==> config.mk <==
export PLATFORM = sky130hd
export DESIGN_NAME = axi_coalesce_w_flat
export DESIGN_NICKNAME = d
export VERILOG_FILES = /design/src/rtl/spmv_axi_pkg.sv /design/src/rtl/axi_coalesce_w_if.sv /design/src/rtl/coalesce_line_buf.sv /design/src/rtl/axi_coalesce_w.sv /design/src/flat_wrapper.sv
export SDC_FILE = /design/constraint.sdc
export NUM_CORES = 1
export LEC_CHECK = 0
export BUFFER_PORTS_ARGS = -buffer_cell sky130_fd_sc_hd__clkbuf_2
export CAP_MARGIN = 15
export CORE_MARGIN = 2
export CORE_UTILIZATION = 45
export CTS_CLUSTER_SIZE = 28
export DETAILED_ROUTE_END_ITERATION = 8
export PLACE_DENSITY = 0.61
export SYNTH_ARGS = -nofsm -noshare
export SYNTH_HDL_FRONTEND = slang
export SYNTH_HIERARCHICAL = 1
export SYNTH_SLANG_ARGS = --single-unit
==> constraint.sdc <==
create_clock -name clk -period 3.25 [get_ports clk]
set_input_delay 0.65 -clock clk [delete_from_list [all_inputs] [get_ports clk]]
set_output_delay 0.65 -clock clk [all_outputs]
set_load 0.03 [all_outputs]
==> src/rtl/spmv_axi_pkg.sv <==
`default_nettype none
// ============================================================================
//  Package     : spmv_axi_pkg
//  Description : Shared AXI constants, log2 helper and coalescer FSM states
//                for the SpMV kernel AXI adapters.
//  Revision    : 1.0 - initial release
// ============================================================================
package spmv_axi_pkg;

  localparam logic [1:0] AXI_BURST_INCR  = 2'b01;
  localparam logic [1:0] AXI_RESP_OKAY   = 2'b00;
  localparam logic [1:0] AXI_RESP_SLVERR = 2'b10;
  // Normal non-cacheable, modifiable (bufferable merges allowed downstream)
  localparam logic [3:0] AXI_CACHE_MODIFIABLE = 4'b0010;

  // Ceiling log2; exact for the power-of-two sizes used here
  function automatic int clogb2(input int n);
    int r;
    r = 0;
    for (int i = 0; i < 31; i++) begin
      if ((1 << i) < n) r = i + 1;
    end
    return r;
  endfunction

  typedef enum logic [2:0] {
    ST_IDLE     = 3'd0,
    ST_FILL     = 3'd1,
    ST_FLUSH_AW = 3'd2,
    ST_FLUSH_W  = 3'd3,
    ST_WAIT_B   = 3'd4
  } coalesce_state_e;

endpackage
`default_nettype wire

==> src/rtl/axi_coalesce_w_if.sv <==
`default_nettype none
// ============================================================================
//  Interface   : axi_coalesce_w_if
//  Description : AXI write-channel bundle (AW, W, B) with master/slave views.
//  Revision    : 1.0 - initial release
// ============================================================================
interface axi_coalesce_w_if #(
  parameter int ID_WIDTH   = 1,
  parameter int ADDR_WIDTH = 48,
  parameter int DATA_WIDTH = 32
);
  logic [ID_WIDTH-1:0]       awid;
  logic [ADDR_WIDTH-1:0]     awaddr;
  logic [7:0]                awlen;
  logic [2:0]                awsize;
  logic [1:0]                awburst;
  logic                      awlock;
  logic [3:0]                awcache;
  logic [2:0]                awprot;
  logic [3:0]                awqos;
  logic                      awvalid;
  logic                      awready;
  logic [DATA_WIDTH-1:0]     wdata;
  logic [DATA_WIDTH/8-1:0]   wstrb;
  logic                      wlast;
  logic                      wvalid;
  logic                      wready;
  logic [ID_WIDTH-1:0]       bid;
  logic [1:0]                bresp;
  logic                      bvalid;
  logic                      bready;

  modport master (
    output awid, awaddr, awlen, awsize, awburst, awlock, awcache, awprot, awqos, awvalid,
    output wdata, wstrb, wlast, wvalid, bready,
    input  awready, wready, bid, bresp, bvalid
  );

  modport slave (
    input  awid, awaddr, awlen, awsize, awburst, awlock, awcache, awprot, awqos, awvalid,
    input  wdata, wstrb, wlast, wvalid, bready,
    output awready, wready, bid, bresp, bvalid
  );
endinterface
`default_nettype wire

==> src/rtl/coalesce_line_buf.sv <==
`default_nettype none
// ============================================================================
//  Module      : coalesce_line_buf
//  Description : One-line write buffer: byte-enabled data RAM plus per-byte
//                strobe map. One write port, one async read port.
//  Revision    : 1.0 - initial release
// ============================================================================
module coalesce_line_buf
  import spmv_axi_pkg::*;
#(
  parameter int BURST_LEN  = 16,
  parameter int DATA_WIDTH = 32,
  localparam int BYTES     = DATA_WIDTH / 8,
  localparam int IDX_W     = clogb2(BURST_LEN)
) (
  input  logic                  clk,
  input  logic                  rstn,
  input  logic                  wr_en,
  input  logic [IDX_W-1:0]      wr_idx,
  input  logic [DATA_WIDTH-1:0] wr_data,
  input  logic [BYTES-1:0]      wr_strb,
  input  logic                  clr,
  input  logic [IDX_W-1:0]      rd_idx,
  output logic [DATA_WIDTH-1:0] rd_data,
  output logic [BYTES-1:0]      rd_strb,
  output logic                  map_full,
  output logic                  map_empty
);

  logic [DATA_WIDTH-1:0]            mem [BURST_LEN];
  logic [BURST_LEN-1:0][BYTES-1:0]  map_q;

  // Data RAM: only strobed bytes are written, contents are not reset
  always_ff @(posedge clk) begin
    if (wr_en) begin
      for (int b = 0; b < BYTES; b++) begin
        if (wr_strb[b]) mem[wr_idx][b*8 +: 8] <= wr_data[b*8 +: 8];
      end
    end
  end

  // Strobe map: accumulates written bytes, cleared once the burst is acknowledged
  always_ff @(posedge clk or negedge rstn) begin
    if (!rstn) begin
      map_q <= '0;
    end else if (clr) begin
      map_q <= '0;
    end else if (wr_en) begin
      map_q[wr_idx] <= map_q[wr_idx] | wr_strb;
    end
  end

  assign rd_data   = mem[rd_idx];
  assign rd_strb   = map_q[rd_idx];
  assign map_full  = &map_q;
  assign map_empty = ~|map_q;

endmodule
`default_nettype wire

==> src/rtl/axi_coalesce_w.sv <==
`default_nettype none
// ============================================================================
//  Module      : axi_coalesce_w
//  Description : Merges single-beat AXI writes into a one-line buffer and
//                emits full-line INCR bursts. Optional idle auto-flush is
//                enabled by defining COALESCE_TIMEOUT_EN.
//  Revision    : 1.0 - initial release
// ============================================================================
module axi_coalesce_w
  import spmv_axi_pkg::*;
#(
  parameter int C_M_AXI_BURST_LEN  = 16,
  parameter int C_M_AXI_ID_WIDTH   = 1,
  parameter int C_M_AXI_ADDR_WIDTH = 48,
  parameter int C_M_AXI_DATA_WIDTH = 32,
  parameter int TIMEOUT_CYCLES     = 64
) (
  input  logic              clk,
  input  logic              rstn,
  axi_coalesce_w_if.slave   s_axi,
  axi_coalesce_w_if.master  m_axi,
  input  logic              flush,
  output logic              idle,
  output logic              wr_err
);

  localparam int BYTES  = C_M_AXI_DATA_WIDTH / 8;
  localparam int LINE   = C_M_AXI_BURST_LEN * BYTES;
  localparam int BYTE_W = clogb2(BYTES);
  localparam int OFF_W  = clogb2(LINE);
  localparam int IDX_W  = clogb2(C_M_AXI_BURST_LEN);
  localparam logic [C_M_AXI_ADDR_WIDTH-1:0] OFF_MASK = C_M_AXI_ADDR_WIDTH'(LINE - 1);

  coalesce_state_e state_q, state_d;
  logic [C_M_AXI_ADDR_WIDTH-1:0] line_base_q;
  logic                s_bvalid_q;
  logic                flush_pend_q;
  logic [IDX_W-1:0]    beat_q;
  logic                wr_err_q;
  logic                req, hit, accept, miss, trigger, last_beat, tmo_hit;
  logic                map_full, map_empty;

  assign req       = s_axi.awvalid && s_axi.wvalid;
  assign hit       = (s_axi.awaddr & ~OFF_MASK) == line_base_q;
  assign accept    = req && !s_bvalid_q &&
                     ((state_q == ST_IDLE) || ((state_q == ST_FILL) && hit));
  // A write to another line can only be taken after the current line drains
  assign miss      = (state_q == ST_FILL) && req && !hit;
  assign trigger   = miss || map_full || flush || flush_pend_q || tmo_hit;
  assign last_beat = beat_q == IDX_W'(C_M_AXI_BURST_LEN - 1);

`ifdef COALESCE_TIMEOUT_EN
  localparam int TMO_W = clogb2(TIMEOUT_CYCLES + 1);
  logic [TMO_W-1:0] tmo_q;

  // Idle countdown: reloaded by every accept, runs down while the line sits in FILL
  always_ff @(posedge clk or negedge rstn) begin
    if (!rstn) begin
      tmo_q <= '0;
    end else if (accept) begin
      tmo_q <= TMO_W'(TIMEOUT_CYCLES - 1);
    end else if ((state_q == ST_FILL) && (tmo_q != '0)) begin
      tmo_q <= tmo_q - TMO_W'(1);
    end
  end

  assign tmo_hit = (state_q == ST_FILL) && (tmo_q == '0);
`else
  localparam int UNUSED_TIMEOUT = TIMEOUT_CYCLES;
  assign tmo_hit = 1'b0;
`endif

  // State register
  always_ff @(posedge clk or negedge rstn) begin
    if (!rstn) state_q <= ST_IDLE;
    else       state_q <= state_d;
  end

  // Next state: an accept in FILL always wins over any flush trigger
  always_comb begin
    state_d = state_q;
    case (state_q)
      ST_IDLE:     if (accept) state_d = ST_FILL;
      ST_FILL:     if (!accept && trigger) state_d = ST_FLUSH_AW;
      ST_FLUSH_AW: if (m_axi.awready) state_d = ST_FLUSH_W;
      ST_FLUSH_W:  if (m_axi.wready && last_beat) state_d = ST_WAIT_B;
      ST_WAIT_B:   if (m_axi.bvalid) state_d = ST_IDLE;
      default:     state_d = ST_IDLE;
    endcase
  end

  // Line base, slave response, latched flush request, beat counter, error flag
  always_ff @(posedge clk or negedge rstn) begin
    if (!rstn) begin
      line_base_q  <= '0;
      s_bvalid_q   <= 1'b0;
      flush_pend_q <= 1'b0;
      beat_q       <= '0;
      wr_err_q     <= 1'b0;
    end else begin
      if (accept && (state_q == ST_IDLE)) line_base_q <= s_axi.awaddr & ~OFF_MASK;
      if (accept)              s_bvalid_q <= 1'b1;
      else if (s_axi.bready)   s_bvalid_q <= 1'b0;
      // A flush that collides with an accept is held until the next FILL cycle
      flush_pend_q <= (state_q == ST_FILL) && accept && (flush || flush_pend_q);
      if (state_q == ST_FLUSH_AW)                     beat_q <= '0;
      else if ((state_q == ST_FLUSH_W) && m_axi.wready) beat_q <= beat_q + IDX_W'(1);
      if (m_axi.bvalid && (m_axi.bresp != AXI_RESP_OKAY)) wr_err_q <= 1'b1;
    end
  end

  logic [C_M_AXI_DATA_WIDTH-1:0] rd_data;
  logic [BYTES-1:0]              rd_strb;

  coalesce_line_buf #(
    .BURST_LEN  (C_M_AXI_BURST_LEN),
    .DATA_WIDTH (C_M_AXI_DATA_WIDTH)
  ) u_line_buf (
    .clk       (clk),
    .rstn      (rstn),
    .wr_en     (accept),
    .wr_idx    (s_axi.awaddr[OFF_W-1:BYTE_W]),
    .wr_data   (s_axi.wdata),
    .wr_strb   (s_axi.wstrb),
    .clr       ((state_q == ST_WAIT_B) && m_axi.bvalid),
    .rd_idx    (beat_q),
    .rd_data   (rd_data),
    .rd_strb   (rd_strb),
    .map_full  (map_full),
    .map_empty (map_empty)
  );

  // Slave side: posted writes, response is always OKAY
  assign s_axi.awready = accept;
  assign s_axi.wready  = accept;
  assign s_axi.bid     = '0;
  assign s_axi.bresp   = AXI_RESP_OKAY;
  assign s_axi.bvalid  = s_bvalid_q;

  // Master side: one fixed-length INCR burst per line
  assign m_axi.awid    = '0;
  assign m_axi.awaddr  = line_base_q;
  assign m_axi.awlen   = 8'(C_M_AXI_BURST_LEN - 1);
  assign m_axi.awsize  = 3'(BYTE_W);
  assign m_axi.awburst = AXI_BURST_INCR;
  assign m_axi.awlock  = 1'b0;
  assign m_axi.awcache = AXI_CACHE_MODIFIABLE;
  assign m_axi.awprot  = 3'b000;
  assign m_axi.awqos   = 4'b0000;
  assign m_axi.awvalid = (state_q == ST_FLUSH_AW);
  assign m_axi.wdata   = rd_data;
  assign m_axi.wstrb   = rd_strb;
  assign m_axi.wlast   = (state_q == ST_FLUSH_W) && last_beat;
  assign m_axi.wvalid  = (state_q == ST_FLUSH_W);
  assign m_axi.bready  = 1'b1;

  assign idle   = (state_q == ST_IDLE) && map_empty;
  assign wr_err = wr_err_q;

  // Slave burst attributes are ignored (single beats only); master bid is ignored
  logic unused_inputs;
  assign unused_inputs = ^{s_axi.awid, s_axi.awlen, s_axi.awsize, s_axi.awburst,
                           s_axi.awlock, s_axi.awcache, s_axi.awprot, s_axi.awqos,
                           s_axi.wlast, m_axi.bid};

endmodule
`default_nettype wire

==> src/flat_wrapper.sv <==
// flat-port wrapper written by rule: the top's interface ports become plain ports
module axi_coalesce_w_flat import spmv_axi_pkg::*;
#(
  parameter int C_M_AXI_BURST_LEN  = 16,
  parameter int C_M_AXI_ID_WIDTH   = 1,
  parameter int C_M_AXI_ADDR_WIDTH = 48,
  parameter int C_M_AXI_DATA_WIDTH = 32,
  parameter int TIMEOUT_CYCLES     = 64
)
  (clk, rstn, flush, idle, wr_err, s_axi_awid, s_axi_awaddr, s_axi_awlen, s_axi_awsize, s_axi_awburst, s_axi_awlock, s_axi_awcache, s_axi_awprot, s_axi_awqos, s_axi_awvalid, s_axi_wdata, s_axi_wstrb, s_axi_wlast, s_axi_wvalid, s_axi_bready, s_axi_awready, s_axi_wready, s_axi_bid, s_axi_bresp, s_axi_bvalid, m_axi_awid, m_axi_awaddr, m_axi_awlen, m_axi_awsize, m_axi_awburst, m_axi_awlock, m_axi_awcache, m_axi_awprot, m_axi_awqos, m_axi_awvalid, m_axi_wdata, m_axi_wstrb, m_axi_wlast, m_axi_wvalid, m_axi_bready, m_axi_awready, m_axi_wready, m_axi_bid, m_axi_bresp, m_axi_bvalid);
  axi_coalesce_w_if #(.ID_WIDTH((1)), .ADDR_WIDTH((48)), .DATA_WIDTH((32))) s_axi_i ();
  axi_coalesce_w_if #(.ID_WIDTH((1)), .ADDR_WIDTH((48)), .DATA_WIDTH((32))) m_axi_i ();
  input  logic clk;
  input  logic rstn;
  input  logic flush;
  output logic idle;
  output logic wr_err;
  input wire logic [$bits(s_axi_i.awid)-1:0] s_axi_awid;
  input wire logic [$bits(s_axi_i.awaddr)-1:0] s_axi_awaddr;
  input wire logic [$bits(s_axi_i.awlen)-1:0] s_axi_awlen;
  input wire logic [$bits(s_axi_i.awsize)-1:0] s_axi_awsize;
  input wire logic [$bits(s_axi_i.awburst)-1:0] s_axi_awburst;
  input wire logic [$bits(s_axi_i.awlock)-1:0] s_axi_awlock;
  input wire logic [$bits(s_axi_i.awcache)-1:0] s_axi_awcache;
  input wire logic [$bits(s_axi_i.awprot)-1:0] s_axi_awprot;
  input wire logic [$bits(s_axi_i.awqos)-1:0] s_axi_awqos;
  input wire logic [$bits(s_axi_i.awvalid)-1:0] s_axi_awvalid;
  input wire logic [$bits(s_axi_i.wdata)-1:0] s_axi_wdata;
  input wire logic [$bits(s_axi_i.wstrb)-1:0] s_axi_wstrb;
  input wire logic [$bits(s_axi_i.wlast)-1:0] s_axi_wlast;
  input wire logic [$bits(s_axi_i.wvalid)-1:0] s_axi_wvalid;
  input wire logic [$bits(s_axi_i.bready)-1:0] s_axi_bready;
  output wire logic [$bits(s_axi_i.awready)-1:0] s_axi_awready;
  output wire logic [$bits(s_axi_i.wready)-1:0] s_axi_wready;
  output wire logic [$bits(s_axi_i.bid)-1:0] s_axi_bid;
  output wire logic [$bits(s_axi_i.bresp)-1:0] s_axi_bresp;
  output wire logic [$bits(s_axi_i.bvalid)-1:0] s_axi_bvalid;
  output wire logic [$bits(m_axi_i.awid)-1:0] m_axi_awid;
  output wire logic [$bits(m_axi_i.awaddr)-1:0] m_axi_awaddr;
  output wire logic [$bits(m_axi_i.awlen)-1:0] m_axi_awlen;
  output wire logic [$bits(m_axi_i.awsize)-1:0] m_axi_awsize;
  output wire logic [$bits(m_axi_i.awburst)-1:0] m_axi_awburst;
  output wire logic [$bits(m_axi_i.awlock)-1:0] m_axi_awlock;
  output wire logic [$bits(m_axi_i.awcache)-1:0] m_axi_awcache;
  output wire logic [$bits(m_axi_i.awprot)-1:0] m_axi_awprot;
  output wire logic [$bits(m_axi_i.awqos)-1:0] m_axi_awqos;
  output wire logic [$bits(m_axi_i.awvalid)-1:0] m_axi_awvalid;
  output wire logic [$bits(m_axi_i.wdata)-1:0] m_axi_wdata;
  output wire logic [$bits(m_axi_i.wstrb)-1:0] m_axi_wstrb;
  output wire logic [$bits(m_axi_i.wlast)-1:0] m_axi_wlast;
  output wire logic [$bits(m_axi_i.wvalid)-1:0] m_axi_wvalid;
  output wire logic [$bits(m_axi_i.bready)-1:0] m_axi_bready;
  input wire logic [$bits(m_axi_i.awready)-1:0] m_axi_awready;
  input wire logic [$bits(m_axi_i.wready)-1:0] m_axi_wready;
  input wire logic [$bits(m_axi_i.bid)-1:0] m_axi_bid;
  input wire logic [$bits(m_axi_i.bresp)-1:0] m_axi_bresp;
  input wire logic [$bits(m_axi_i.bvalid)-1:0] m_axi_bvalid;
  assign s_axi_i.awid = s_axi_awid;
  assign s_axi_i.awaddr = s_axi_awaddr;
  assign s_axi_i.awlen = s_axi_awlen;
  assign s_axi_i.awsize = s_axi_awsize;
  assign s_axi_i.awburst = s_axi_awburst;
  assign s_axi_i.awlock = s_axi_awlock;
  assign s_axi_i.awcache = s_axi_awcache;
  assign s_axi_i.awprot = s_axi_awprot;
  assign s_axi_i.awqos = s_axi_awqos;
  assign s_axi_i.awvalid = s_axi_awvalid;
  assign s_axi_i.wdata = s_axi_wdata;
  assign s_axi_i.wstrb = s_axi_wstrb;
  assign s_axi_i.wlast = s_axi_wlast;
  assign s_axi_i.wvalid = s_axi_wvalid;
  assign s_axi_i.bready = s_axi_bready;
  assign s_axi_awready = s_axi_i.awready;
  assign s_axi_wready = s_axi_i.wready;
  assign s_axi_bid = s_axi_i.bid;
  assign s_axi_bresp = s_axi_i.bresp;
  assign s_axi_bvalid = s_axi_i.bvalid;
  assign m_axi_awid = m_axi_i.awid;
  assign m_axi_awaddr = m_axi_i.awaddr;
  assign m_axi_awlen = m_axi_i.awlen;
  assign m_axi_awsize = m_axi_i.awsize;
  assign m_axi_awburst = m_axi_i.awburst;
  assign m_axi_awlock = m_axi_i.awlock;
  assign m_axi_awcache = m_axi_i.awcache;
  assign m_axi_awprot = m_axi_i.awprot;
  assign m_axi_awqos = m_axi_i.awqos;
  assign m_axi_awvalid = m_axi_i.awvalid;
  assign m_axi_wdata = m_axi_i.wdata;
  assign m_axi_wstrb = m_axi_i.wstrb;
  assign m_axi_wlast = m_axi_i.wlast;
  assign m_axi_wvalid = m_axi_i.wvalid;
  assign m_axi_bready = m_axi_i.bready;
  assign m_axi_i.awready = m_axi_awready;
  assign m_axi_i.wready = m_axi_wready;
  assign m_axi_i.bid = m_axi_bid;
  assign m_axi_i.bresp = m_axi_bresp;
  assign m_axi_i.bvalid = m_axi_bvalid;
  axi_coalesce_w #(.C_M_AXI_BURST_LEN(C_M_AXI_BURST_LEN), .C_M_AXI_ID_WIDTH(C_M_AXI_ID_WIDTH), .C_M_AXI_ADDR_WIDTH(C_M_AXI_ADDR_WIDTH), .C_M_AXI_DATA_WIDTH(C_M_AXI_DATA_WIDTH), .TIMEOUT_CYCLES(TIMEOUT_CYCLES)) u_core (.clk(clk), .rstn(rstn), .s_axi(s_axi_i), .m_axi(m_axi_i), .flush(flush), .idle(idle), .wr_err(wr_err));
endmodule
Yosys cells after proc, flatten, opt, wreduce, memory -nomap -nowiden. Memory sizes are Yosys's and may differ from the RTL's. Cells that the tools add are included.

Word-level logic and storage cells: 104. Memories: 1. Input bits: 123. Bits in writable memories: 512. Bits in registers: 116.

Eq/ne operators: 11. Magnitude comparators: 3. Add/subtract/negate cells: 1. Mux-type cells: 31. Bitwise gates (word level): 1. Reductions and logical operators: 34.

Memories: u_core.u_line_buf.mem (words 16, bits a word 32, read ports 1, clocked after memory_dff 0, wr ports 1, line coalesce_line_buf.sv:30) `logic [DATA_WIDTH-1:0] mem [BURST_LEN];`.

Operators by type and width (count): $mux 64 (2); $bwmux 64 (1); $reduce_and 64->1 (1); $reduce_or 64->1 (1); $eq 42x42->1 (1); $bmux 4 s4 (2); $mux 4 (5); $logic_and 1x1->1 (17); $demux 4 s4 (1); $mux 3 (5); $pmux 3 s5 (1); $mux 1 (14); $lt 4x5->1 const B (2); $reduce_bool 2->1 (4); $eq 3x2->1 const B (2); $ne 2x1->1 const B (3); $logic_or 1x1->1 (5); $reduce_and 5->1 (1); $add 4x1->4 const B (1); $eq 4x4->1 const B (1); $ge 4x1->1 const B (1); $logic_not 1->1 (4); $ne 2x2->1 const B (2); $or 4x4->4 (1); 3 further kinds (3).

Depth between registers and ports, before layout. Gate-level depths: netlist of the first run.

Depth after elaboration: 9. Gate-level depth with buffers: 10. Mapped depth without buffers: 9.

Modules after synthesis. The synthesis of the first run kept the hierarchy.

By module, submodules not included: coalesce_line_buf (cells each 1248, times used 1, area an instance 23475.0 um^2); axi_coalesce_w (cells each 252, times used 1, area an instance 2861.5 um^2).

Least setup slack after synthesis of the first run. Ideal clock, no wire load.

Path kind: input to register. From: input s_axi_awaddr[9]. To: memory u_core.u_line_buf.mem[0][0], enable pin. Slack: -622 ps. Cell stages on the path: 9. Data required time: 2918 ps. Setup time: 332 ps. Buffers on the path: 1. Arrival: 3540 ps. Cells stage by stage: xnor2_1 nand4_1 nor4_1 nand3_1 o21ai_0 or3b_1 buf_2 nor3_4 and2_1.

Cells in the longest elaborated chain, start to end: 6.

Ends and longest elaborated chain: start, declared (line flat_wrapper.sv:19) `input wire logic [$bits(s_axi_i.awaddr)-1:0] s_axi_awaddr;`; $eq 42x42->1 (line axi_coalesce_w.sv:44) `assign hit = (s_axi.awaddr & ~OFF_MASK) == line_base_q;`; $logic_and 1x1->1 (line axi_coalesce_w.sv:46) `((state_q == ST_IDLE) || ((state_q == ST_FILL) && hit));`; $logic_or 1x1->1 (line axi_coalesce_w.sv:46); $logic_and 1x1->1 (line axi_coalesce_w.sv:45) `assign accept = req && !s_bvalid_q &&`; via s_axi_awready (line flat_wrapper.sv:33) `output wire logic [$bits(s_axi_i.awready)-1:0] s_axi_awready;`; $mux 1 (line coalesce_line_buf.sv:35) `if (wr_en) begin`; $mux 1 (not written as such) (line coalesce_line_buf.sv:37) `if (wr_strb[b]) mem[wr_idx][b*8 +: 8] <= wr_data[b*8 +: 8];`; end, declared (line coalesce_line_buf.sv:30).

The timed path passes the listed nets, and every way through them passes these cells.

Final worst setup path of the first run.
From: register u_core.beat_q[0]. To: output m_axi_wdata[17].

Cells in the longest elaborated chain, start to end: 1.

Ends and longest elaborated chain: start, declared (line axi_coalesce_w.sv:38) `logic [IDX_W-1:0] beat_q;`; start signal, assigned (line axi_coalesce_w.sv:107) `else if ((state_q == ST_FLUSH_W) && m_axi.wready) beat_q <= beat_q + IDX_W'(1);`; $mem_v2 16x32; end, declared (line flat_wrapper.sv:48) `output wire logic [$bits(m_axi_i.wdata)-1:0] m_axi_wdata;`.

Every way passes these cells.

==> reports/metrics.yaml, run 1 <==
finish:
  finalNetCount: 1971
  design_area_mm2: 0.03258
  multi_input_area_mm2: 0.007671
  fin_util: 0.5635
  ff_latch_area_mm2: 0.01829
  layout_common_cells: "512 x edfxtp_1, 161 x clkbuf_2, 146 x mux4_2, 114 x dfrtp_1, 98 x buf_4"
  fillers: 4436
  area_growth_pct: 23.69
  final_common_cell: "edfxtp_1"
  drive_above_1_share: 0.3668
setup_path:
  cp_max_fo: 13
  required_ps: 2600
  cp.arrival_ps: 2530
  start_kind: "flip-flop"
  end_kind: "primary output"
  critical_path_class: "flip-flop to primary output"
yosys:
  ys_types: 53
  ys.warnings.count: 6
  synth_seq_area_share: 0.6940
  ys.flop_type: "edfxtp_1"
  synth_area_mm2: 0.02634
  synthArstFlopShare: 0.1847
  netlist_instances: 1500
  synth_edf_count: 512
  synth-seq-cells: 628
  syn_area_per_cell_um2: 17.56
clock_network:
  cts_tree: "built"
  ctsHtreeMaxLevel: 3
  clockRootBuffer: "clkbuf_16"
  worstSkewPairLatency_ps: 610
  cts_buffers: 68
  clkTransAtPathRegs_ps: 60
  clock_path_buffers: 3
  cts_num_sinks: 628
timing:
  maxSlewViolCount: 0
  fmax_ghz: 0.3142
  setup_viol: 0
  layout_min_cycle_time_ps: 3183
  hold_viol_final: 0
  max_slew_margin: 0.6135
  whs_ps: 285.4
  rsz0062_at_grt: "yes"
  finalCritPeriodShare: 0.9793
  final.setup.worst_slack_ps: 67.20
  fin_worst_skew_ps: 22.11
  worstMarginPinSlew_ps: 579.7
flow_run:
  drv_cap: 0
floorplanning:
  core_area_mm2: 0.05781
  pin_count: 245
  die_w_um: 245.9
  dieHeight_um: 245.9
  die_area_mm2: 0.06048
  start_util: 0.4556
  placementRows: 88
min_path:
  hold_path_class: "primary input to flip-flop"
routing:
  drt_iter0_drc: 1176
  first_pass_iters: 5
  drt_wl_total_um: 62760
  antenna_left: 0
  dr_total_vias: 15169
  drc: 0
  wire_per_inst_um: 23.52
  routed_via_density: 5.683
placed_design:
  dpl-instance-area_mm2: 0.02984
  place_ws_ps: -342.7
  placement.io_buffers: 178
  routabilityCongestion: 0.8759
  dp_hpwl_um: 39890
global_routing:
  grt_pass1_vias: 15542
  use_met2: 0.3415
  busiest_layer: "met2"
  overflow: 0
  grt_pass1_wl_um: 95430
  grt_use_met1: 0.2884
  gr-usage-all-layers: 0.2112
  grt_start_max_net_pins: 66
  grtUsageMet3: 0.03994
  antenna_found_initial: 2
pwr:
  p_total_uw: 24490
  leakagePower_uw: 0.01168
  p_per_area_mw_per_mm2: 751.9
  ir_drop_mv: 0.4806
outcome:
  outcome: "completed"
through the flow:
step | setup TNS (ps) | cells
final | 0 | 2669
after global placement | -58300 | 2520
after detailed placement | -50260 | 2520
after global routing | -6.476 | 2668
after CTS | -3.238 | 2663
after floorplan | 0 | 1534
synth_stat cells, types with 10 or more instances:
| cell | number | area share |
|---|---|---|
| o32ai_1 | 24 | 0.0080 |
| buf_2 | 27 | 0.0051 |
| edfxtp_1 | 512 | 0.58 |
| nor2_1 | 83 | 0.012 |
| and2_1 | 54 | 0.013 |
| clkbuf_1 | 38 | 0.0054 |
| and3_1 | 14 | 0.0033 |
| a211oi_1 | 29 | 0.0083 |
| xnor2_1 | 42 | 0.014 |
| mux2i_1 | 25 | 0.0095 |
| nand3_1 | 12 | 0.0023 |
| o22ai_1 | 13 | 0.0031 |
| dfrtp_1 | 116 | 0.11 |
| nand2_1 | 57 | 0.0081 |
| a22oi_1 | 72 | 0.021 |
| buf_4 | 40 | 0.011 |
| buf_6 | 10 | 0.0043 |
| mux4_2 | 146 | 0.12 |
| nor4_1 | 25 | 0.0059 |
| nand4_1 | 34 | 0.0081 |
| mux2_2 | 40 | 0.017 |
final cells by class:
cell class              count  share of cell area
inverters                   8           0.0009218
repair buffers            362              0.1052
multi-input cells         779              0.2355
well taps                 765             0.02938
flip-flops and latches    628              0.5613
clock buffers              87             0.05669
clock inverters            39             0.01091
diodes                      1          0.00007682
report_power, final:
part	leakage (µW)	total [µW]	internal, µW	switching [µW]
clock	0.00107	7590	4510	3080
combinational	0.00446	7410	3270	4140
sequential	0.00616	9490	9080	416
total	0.0117	24500	16900	7640
metal layers:
metal  vias to the layer above  part of all wire
li1                       6697                 -
met1                      7845              0.42
met2                       518              0.49
met3                       107             0.062
met4                         2             0.024
met5                         -           0.00022
critical path, cell delays in order (launching register included):
cell      delay [ps]
dfrtp_4          490
buf_16           190
buf_4            150
mux4_2           480
a22oi_1          260
nand2_1          140
clkbuf_2         210
logic make-up (layout without fill, tap and decap cells):
group	count (synthesis)	after routing	synth area share
compound gates	162	162	0.04547
xor+xnor	43	43	0.01430
fa+ha+maj	1	1	0.0004750
buf+inv	127	496	0.02793
flops	628	628	0.6940
mux	215	215	0.1532
other cells	2	37	0.0002852
simple gates	322	322	0.06437
final timing paths:
path	from	endpoint	slack (ps)	cells past startpoint
max	u_core/beat_q[0]	m_axi_wdata[17]	70	6
min	s_axi_bready	u_core/s_axi.bvalid	290	2
max reg2reg	u_core/m_axi.awaddr[24]	u_core/u_line_buf/mem[7][28]	170	12
min reg2reg	u_core/wr_err	u_core/wr_err	470	1
max in group asynchronous	rstn	u_core/u_line_buf/map_q[44]	1920	3
min in group asynchronous	rstn	u_core/m_axi.awaddr[24]	580	2
state kept, by name (all words and copies together), names as in the netlist:
signal	flops
u_core/wr_err	1
u_core/flush_pend_q	1
u_core/state_q	3
u_core/u_line_buf/mem	512
u_core/u_line_buf/map_q	64
u_core/beat_q	4
u_core/m_axi.awaddr	42
u_core/s_axi.bvalid	1
timing repair:
action                                  in CTS  in global routing
endpoints found under the hold margin        3                  0
cloned                                       4                  1
endpoints found under the setup margin      56                112
hold buffers                                 1                  0
buffers inserted                            12                  4
gates resized for setup                     37                 31
pin swaps                                    1                  5
(Power assumes the default switching activity.)
==> run 2: changes to the inputs <==
--- a/config.mk
+++ b/config.mk
@@ -7,12 +7,12 @@
 export LEC_CHECK = 0
 export BUFFER_PORTS_ARGS = -buffer_cell sky130_fd_sc_hd__clkbuf_2
 export CAP_MARGIN = 15
+export CORE_ASPECT_RATIO = 0.9
 export CORE_MARGIN = 2
-export CORE_UTILIZATION = 45
+export CORE_UTILIZATION = 40
 export CTS_CLUSTER_SIZE = 28
 export DETAILED_ROUTE_END_ITERATION = 8
-export PLACE_DENSITY = 0.61
+export PLACE_DENSITY = 0.55
 export SYNTH_ARGS = -nofsm -noshare
 export SYNTH_HDL_FRONTEND = slang
-export SYNTH_HIERARCHICAL = 1
 export SYNTH_SLANG_ARGS = --single-unit
==> reports/metrics.yaml, run 2 <==
yosys:
  synth_edf_count: 512  # unchanged
  synth_seq_area_share: 0.6917  # was 0.6940
  ys_top_cells_by_area: "edfxtp_1 58%, mux4_2 17%, dfrtp_1 11%"  # was edfxtp_1 58%, mux4_2 12%, dfrtp_1 11%
  synthTopCellsByCount: "512 x edfxtp_1, 224 x nand2_1, 200 x mux4_2, 116 x dfrtp_1, 60 x nor2_1"  # was 512 x edfxtp_1, 146 x mux4_2, 116 x dfrtp_1, 83 x nor2_1, 72 x a22oi_1
  synthSimpleGateAreaFrac: 0.06800  # was 0.06437
  ys.warnings.count: 0  # was 6
  netlist_instances: 1501  # was 1,500
  synth_area_mm2: 0.02642  # was 0.02634 mm²
  ys.flop_type: "edfxtp_1"  # unchanged
  synth_largest_area_cell: "edfxtp_1"  # unchanged
  synth-seq-cells: 628  # unchanged
  synthMuxAreaShare: 0.1830  # was 0.1532
  synth_top_family_by_area: "multiplexers"  # unchanged
  synth_compound_area_frac: 0.01889  # was 0.04547
  synth_most_common_cell: "edfxtp_1"  # unchanged
  synth_xor_area_frac: 0.01458  # was 0.01430
  synth_top_area_share: 0.5819  # was 0.5838
  syn_area_per_cell_um2: 17.60  # was 17.56 µm²
  ys_types: 43  # was 53
  synthArstFlopShare: 0.1847  # unchanged
  synthAdderAreaFrac: 0.0004735  # was 0.0004751
clock_network:
  ctsHtreeMaxLevel: 3  # unchanged
  cts_tree: "built"  # unchanged
  cts_buffers: 69  # was 68
  worstSkewPairLatency_ps: 600  # was 610 ps
  clock_path_buffers: 3  # unchanged
  cts_num_sinks: 628  # unchanged
  postCtsHoldBufs: 0  # was 1
  clockRootBuffer: "clkbuf_16"  # unchanged
  clkTransAtPathRegs_ps: 60  # about the same
finish:
  final_common_cell: "edfxtp_1"  # unchanged
  layout_common_cells: "512 x edfxtp_1, 223 x nand2_1, 200 x mux4_2, 139 x clkbuf_2, 114 x buf_4"  # was 512 x edfxtp_1, 161 x clkbuf_2, 146 x mux4_2, 114 x dfrtp_1, 98 x buf_4
  final_cells: 2734  # was 2,669
  max_flop_register: "u_core.u_line_buf.mem"  # was u_core/u_line_buf/mem
  fillers: 5493  # was 4,436
  finalNetCount: 1940  # was 1,971
  largest_reg_flops: 512  # unchanged
  drive_above_1_share: 0.3553  # was 0.3668
  area_growth_pct: 21.57  # was 23.69%
pwr:
  switchingPower_uw: 7553  # was 7638 µW
  p_total_uw: 24670  # was 24,490 µW
  ir_drop_mv: 0.4033  # was 0.4806 mV
  sw_frac_of_total: 0.3061  # was 0.3119
  p_int_uw: 17120  # was 16,850 µW
  p_per_area_mw_per_mm2: 768.1  # was 751.9 mW/mm²
  p_comb_frac: 0.281  # was 0.303
  leakagePower_uw: 0.01150  # was 0.01168 µW
  seq_power_share: 0.409  # was 0.388
  pwr-share-clk: 0.310  # about the same
floorplanning:
  start_util: 0.4035  # was 0.4556
  core_area_mm2: 0.06548  # was 0.05781 mm²
  die_area_mm2: 0.06813  # was 0.06048 mm²
  placementRows: 89  # was 88
  die_w_um: 274.9  # was 245.9 µm
  pin_count: 245  # unchanged
  dieHeight_um: 247.8  # was 245.9 µm
setup_path:
  critPathBufInv: 3  # unchanged
  cpMaxStageDelayCell: "mux4_2"  # was dfrtp_4
  cp.arrival_ps: 2730  # was 2530 ps
  crit_family: "multiplexers"  # was buffers and inverters
  start_kind: "flip-flop"  # unchanged
  required_ps: 2600  # about the same
  critical_path_class: "flip-flop to primary output"  # unchanged
  cp_slowest_stage_delay_ps: 560  # was 490 ps
  end_kind: "primary output"  # unchanged
  cp_cell_sequence: "buf_16 > buf_16 > mux4_2 > mux4_2 > buf_8"  # was buf_16 > buf_4 > mux4_2 > a22oi_1 > nand2_1 > clkbuf_2
  cp_max_fo: 7  # was 13
timing:
  maxSlewViolCount: 0  # unchanged
  finalCritPeriodShare: 1.039  # was 0.9793
  worstMarginPinSlew_ps: 1006  # was 579.7 ps
  max_slew_margin: 0.3267  # was 0.6135
  fin_worst_skew_ps: 17.70  # was 22.11 ps
  fmax_ghz: 0.2960  # was 0.3142 GHz
  final.setup.worst_slack_ps: -127.9  # was 67.20 ps
  rsz0062_at_grt: "yes"  # unchanged
  layout_min_cycle_time_ps: 3378  # was 3183 ps
  setup_viol: 35  # was 0
  hold_viol_final: 0  # unchanged
outcome:
  outcome: "complete, but fails checks"  # was completed
  violations: "negative setup slack"
placed_design:
  dp_hpwl_um: 42860  # was 39,890 µm
  dp_cells: 2586  # was 2,520
  placement.io_buffers: 178  # unchanged
  routabilityCongestion: 0.8813  # was 0.8759
routing:
  dr_total_vias: 15005  # was 15,169
  drt_iter0_drc: 1469  # was 1,176
  first_pass_iters: 5  # unchanged
  antenna_left: 0  # unchanged
  wire_per_inst_um: 23.83  # was 23.52 µm
  routed_via_density: 5.488  # was 5.683
  drt_wl_total_um: 65140  # was 62,760 µm
  drc: 0  # unchanged
global_routing:
  grt_pass1_vias: 15135  # was 15,542
  overflow: 0  # unchanged
  grt_start_max_net_pins: 78  # was 66
  antenna_found_initial: 1  # was 2
  grt_pass1_wl_um: 97010  # was 95,430 µm
  gr-usage-all-layers: 0.1933  # was 0.2112
min_path:
  hold_path_class: "primary input to asynchronous set/reset pin"  # was primary input to flip-flop
flow_run:
  drv_cap: 0  # unchanged
-- run 2: changes by cell type after synthesis, sizes merged, moves of 23 or more --
cell	change
xnor2	-42
xor2	+43
nor2	-25
nand2	+167
a211oi	-23
a22oi	-72
and2	-51
mux2	-43
mux4	+54
-- run 2: final cells by class --
cell class	count	area, µm²	share of cell area
tap	864	1081	0.03365
timing repair buffer	326	2751	0.08565
sequential	628	18290	0.5694
clock inverter	36	337.8	0.01052
antenna	1	2.502	0.00007790
multi-input combinational	787	7754	0.2414
inverter	4	15.01	0.0004674
clock buffer	88	1892	0.05889
-- run 2: worst register-to-register path, stage by stage (launching register included) --
cell and delay [ps]:
dfrtp_1 400, xor2_1 150, nor4_1 300, buf_4 170, nand4_1 180, buf_4 210, or4_4 670, a2bb2oi_1 290
mux2_2 360
-- run 2: per-stage QoR --
step,hold WS (ps),setup WS (ps),cell area (µm²),setup TNS (ps),util
6_report,159.6,-127.9,32120,-2722,0.4906
5_1_grt,179.3,-206.4,32120,-5823,0.4906
4_1_cts,150.5,-204.0,31990,-6553,0.4885
3_5_place_dp,456.5,4.438,29110,0,0.4445
3_3_place_gp,460.3,20.93,29110,0,0.4445
2_1_floorplan,354.4,14.06,26560,0,-
-- run 2: metal layers --
metal  global-route usage  vias up  routed length [µm]
li1                     -     6547                   -
met1               0.2801     7876               28890
met2               0.3032      477               30960
met3              0.03735      105                4022
met4              0.04690        0                1272
met5                    0        -                   0
-- run 2: worst paths after layout --
kind | startpoint | slack [ps] | to | cells past startpoint
max | u_core.beat_q[0] | -130 | m_axi_wdata[17] | 5
min | rstn | 160 | u_core.u_line_buf.map_q[5] | 1
max reg2reg | u_core.m_axi.awaddr[10] | 420 | u_core.state_q[0] | 8
min reg2reg | u_core.wr_err | 470 | u_core.wr_err | 1
max in group asynchronous | rstn | 2240 | u_core.u_line_buf.map_q[29] | 2
min in group clk | s_axi_awaddr[24] | 270 | u_core.m_axi.awaddr[24] | 3
-- run 2: kinds of logic after synthesis --
logic type | after synthesis
adders and majority gates | 1
buffers and inverters | 120
and+or+nand+nor | 405
xor gates and xnor gates | 44
other | 2
DFF | 628
muxes | 233
AOI/OAI and AO/OA | 68
-- run 2: power by group through the flow --
| stage | clock network [µW] | registers, µW | logic, µW |
|---|---|---|---|
| floorplan | 0 | 10400 | 3940 |
| global placement | 0 | 10200 | 6140 |
| detailed placement | 0 | 10200 | 6210 |
| CTS | 7840 | 10100 | 6870 |
| global route | 8150 | 10200 | 7430 |
| finish | 7650 | 10100 | 6920 |
-- run 2: timing repair --
item	4_1_cts	5_1_grt
resized for setup	88	60
cloned	5	1
endpoints found under the setup margin	39	39
pin swaps	3	4
buffers inserted	14	6
==> run 3: changes to the inputs <==
--- a/config.mk
+++ b/config.mk
@@ -10,9 +10,10 @@
 export CORE_ASPECT_RATIO = 0.9
 export CORE_MARGIN = 2
 export CORE_UTILIZATION = 40
-export CTS_CLUSTER_SIZE = 28
 export DETAILED_ROUTE_END_ITERATION = 8
 export PLACE_DENSITY = 0.55
+export SLEW_MARGIN = 20
 export SYNTH_ARGS = -nofsm -noshare
 export SYNTH_HDL_FRONTEND = slang
+export SYNTH_HIERARCHICAL = 1
 export SYNTH_SLANG_ARGS = --single-unit
==> reports/metrics.yaml, run 3 (synthesis results as in run 1) <==
floorplanning:
  start_util: 0.4029  # was 0.4035
  core_area_mm2: 0.06537  # was 0.06548 mm²
  die_area_mm2: 0.06791  # was 0.06813 mm²
  pin_count: 245  # unchanged
  die_w_um: 274.5  # was 274.9 µm
  placementRows: 89  # unchanged
  dieHeight_um: 247.4  # was 247.8 µm
pwr:
  p_per_area_mw_per_mm2: 765.3  # was 768.1 mW/mm²
  p_total_uw: 25430  # was 24,670 µW
  ir_drop_mv: 0.4711  # was 0.4033 mV
  leakagePower_uw: 0.01190  # was 0.01150 µW
timing:
  max_slew_margin: 0.4731  # was 0.3267
  finalCritPeriodShare: 0.9888  # was 1.039
  final.setup.worst_slack_ps: 36.56  # was -127.9 ps
  fin_worst_skew_ps: 20.78  # was 17.70 ps
  layout_min_cycle_time_ps: 3213  # was 3378 ps
  worstMarginPinSlew_ps: 790.3  # was 1006 ps
  fin_setup_tns_ps: 0  # was -2722 ps
  maxSlewViolCount: 0  # unchanged
  whs_ps: 111.6  # was 159.6 ps
  fmax_ghz: 0.3112  # was 0.2960 GHz
  setup_viol: 0  # was 35
  rsz0062_at_grt: "yes"  # unchanged
  hold_viol_final: 0  # unchanged
routing:
  dr_total_vias: 15274  # was 15,005
  first_pass_iters: 7  # was 5
  drc: 0  # unchanged
  routed_via_density: 5.488  # about the same
  drt_wl_total_um: 65560  # was 65,140 µm
  wire_per_inst_um: 23.56  # was 23.83 µm
  antenna_left: 0  # unchanged
  drt_iter0_drc: 1148  # was 1,469
setup_path:
  start_kind: "flip-flop"  # unchanged
  reg2reg_from: "u_core/m_axi.awaddr[43]"  # was u_core.m_axi.awaddr[10]
  rr_endpoint: "u_core/u_line_buf/mem[8][9]"  # was u_core.state_q[0]
  cp-startpoint: "u_core/beat_q[0]"  # was u_core.beat_q[0]
  critical_path_class: "flip-flop to primary output"  # unchanged
  required_ps: 2600  # about the same
  r2r_setup_slack_ps: 210  # was 420 ps
  r2r_cells: 14  # was 8
  cp_max_fo: 8  # was 7
  cp.arrival_ps: 2560  # was 2730 ps
  crit_end: "m_axi_wdata[16]"  # was m_axi_wdata[17]
  end_kind: "primary output"  # unchanged
placed_design:
  placement.io_buffers: 178  # unchanged
  routabilityCongestion: 0.8618  # was 0.8813
  dp_hpwl_um: 41580  # was 42,860 µm
  place_ws_ps: -291.9  # was 4.438 ps
clock_network:
  cts_buffers: 71  # was 69
  clock_path_buffers: 3  # unchanged
  worstSkewPairLatency_ps: 600  # about the same
  cts_num_sinks: 628  # unchanged
  clockRootBuffer: "clkbuf_16"  # unchanged
  clkTransAtPathRegs_ps: 60  # about the same
  cts_tree: "built"  # unchanged
  postCtsHoldBufs: 0  # unchanged
  ctsHtreeMaxLevel: 3  # unchanged
global_routing:
  antenna_found_initial: 3  # was 1
  gr-usage-all-layers: 0.1917  # was 0.1933
  grt_pass1_wl_um: 96940  # was 97,010 µm
  grt_pass1_vias: 15726  # was 15,135
  grt_start_max_net_pins: 58  # was 78
  overflow: 0  # unchanged
finish:
  finalNetCount: 1985  # was 1,940
  final_common_cell: "edfxtp_1"  # unchanged
  area_growth_pct: 26.17  # was 21.57%
  layout_common_cells: "512 x edfxtp_1, 147 x clkbuf_2, 146 x mux4_2, 114 x dfrtp_1, 96 x buf_4"  # was 512 x edfxtp_1, 223 x nand2_1, 200 x mux4_2, 139 x clkbuf_2, 114 x buf_4
  max_flop_register: "u_core/u_line_buf/mem"  # was u_core.u_line_buf.mem
  drive_above_1_share: 0.3850  # was 0.3553
  largest_reg_flops: 512  # unchanged
  fillers: 5339  # was 5,493
outcome:
  outcome: "completed"  # was complete, but fails checks
flow_run:
  drv_cap: 0  # unchanged
min_path:
  hold_path_class: "primary input to asynchronous set/reset pin"  # unchanged
-- run 3: cell types whose count changed in the layout (fill, tap and decap cells not counted), sizes merged, moves of 23 or more --
cell    delta
mux2      +43
and2      +51
xor2      -43
xnor2     +42
a211oi    +23
nand2    -167
a22oi     +72
buf       +32
mux4      -54
nor2      +25
-- run 3: routing by layer --
metal | wire (µm) | GRT usage | share of wire | up-vias
met5 | 11 | 0 | 0.00017 | -
met4 | 1870 | 0.07529 | 0.029 | 2
met3 | 3609 | 0.03667 | 0.055 | 109
met2 | 31710 | 0.2997 | 0.48 | 436
met1 | 28350 | 0.2664 | 0.43 | 8010
li1 | - | - | - | 6717
-- run 3: metrics by stage --
step           utilization  instances  area, µm²
2_1_floorplan            -       1534      26480
3_3_place_gp        0.4580       2615      29940
3_5_place_dp        0.4580       2615      29940
4_1_cts             0.4983       2755      32570
5_1_grt             0.5083       2783      33230
6_report            0.5083       2783      33230
-- run 3: worst min-delay path by stage --
stage	end	cells past startpoint
global route	u_core/u_line_buf/map_q[53]	1
global placement	u_core/wr_err	1
finish	u_core/u_line_buf/map_q[53]	1
floorplan	u_core/beat_q[0]	0
CTS	u_core/u_line_buf/map_q[53]	1
detailed placement	u_core/wr_err	1
-- run 3: critical path, cell delays in order, from the launching register on --
cell and delay, ps:
dfrtp_4 510, buf_12 160, buf_12 150, buf_16 160
buf_12 130, mux4_2 430, a22oi_2 170, nand2_1 110
buf_8 150
-- run 3: layout make-up --
cell class,instances,area (µm²),share of cell area
flip-flops and latches,628,18290,0.5503
clock buffers,93,1891,0.05690
inverters,8,30.03,0.0009037
diodes,2,5.005,0.0001506
clock inverters,36,349.1,0.01051
repair buffers,373,3825,0.1151
multi-input cells,779,7762,0.2336
well taps,864,1081,0.03253
-- run 3: what timing repair did --
action                                  4_1_cts  5_1_grt
endpoints found under the setup margin       34       98
gates cloned                                  3       10
hold endpoints to repair                      0        0
resized for setup                            42       95
pin swaps                                     4       32
buffers inserted                              8       18
-- run 3: power breakdown --
part | total (µW) | internal [µW] | switching, µW
sequential | 9480 | 9080 | 402
clock | 7720 | 4590 | 3130
combinational | 8230 | 3810 | 4410
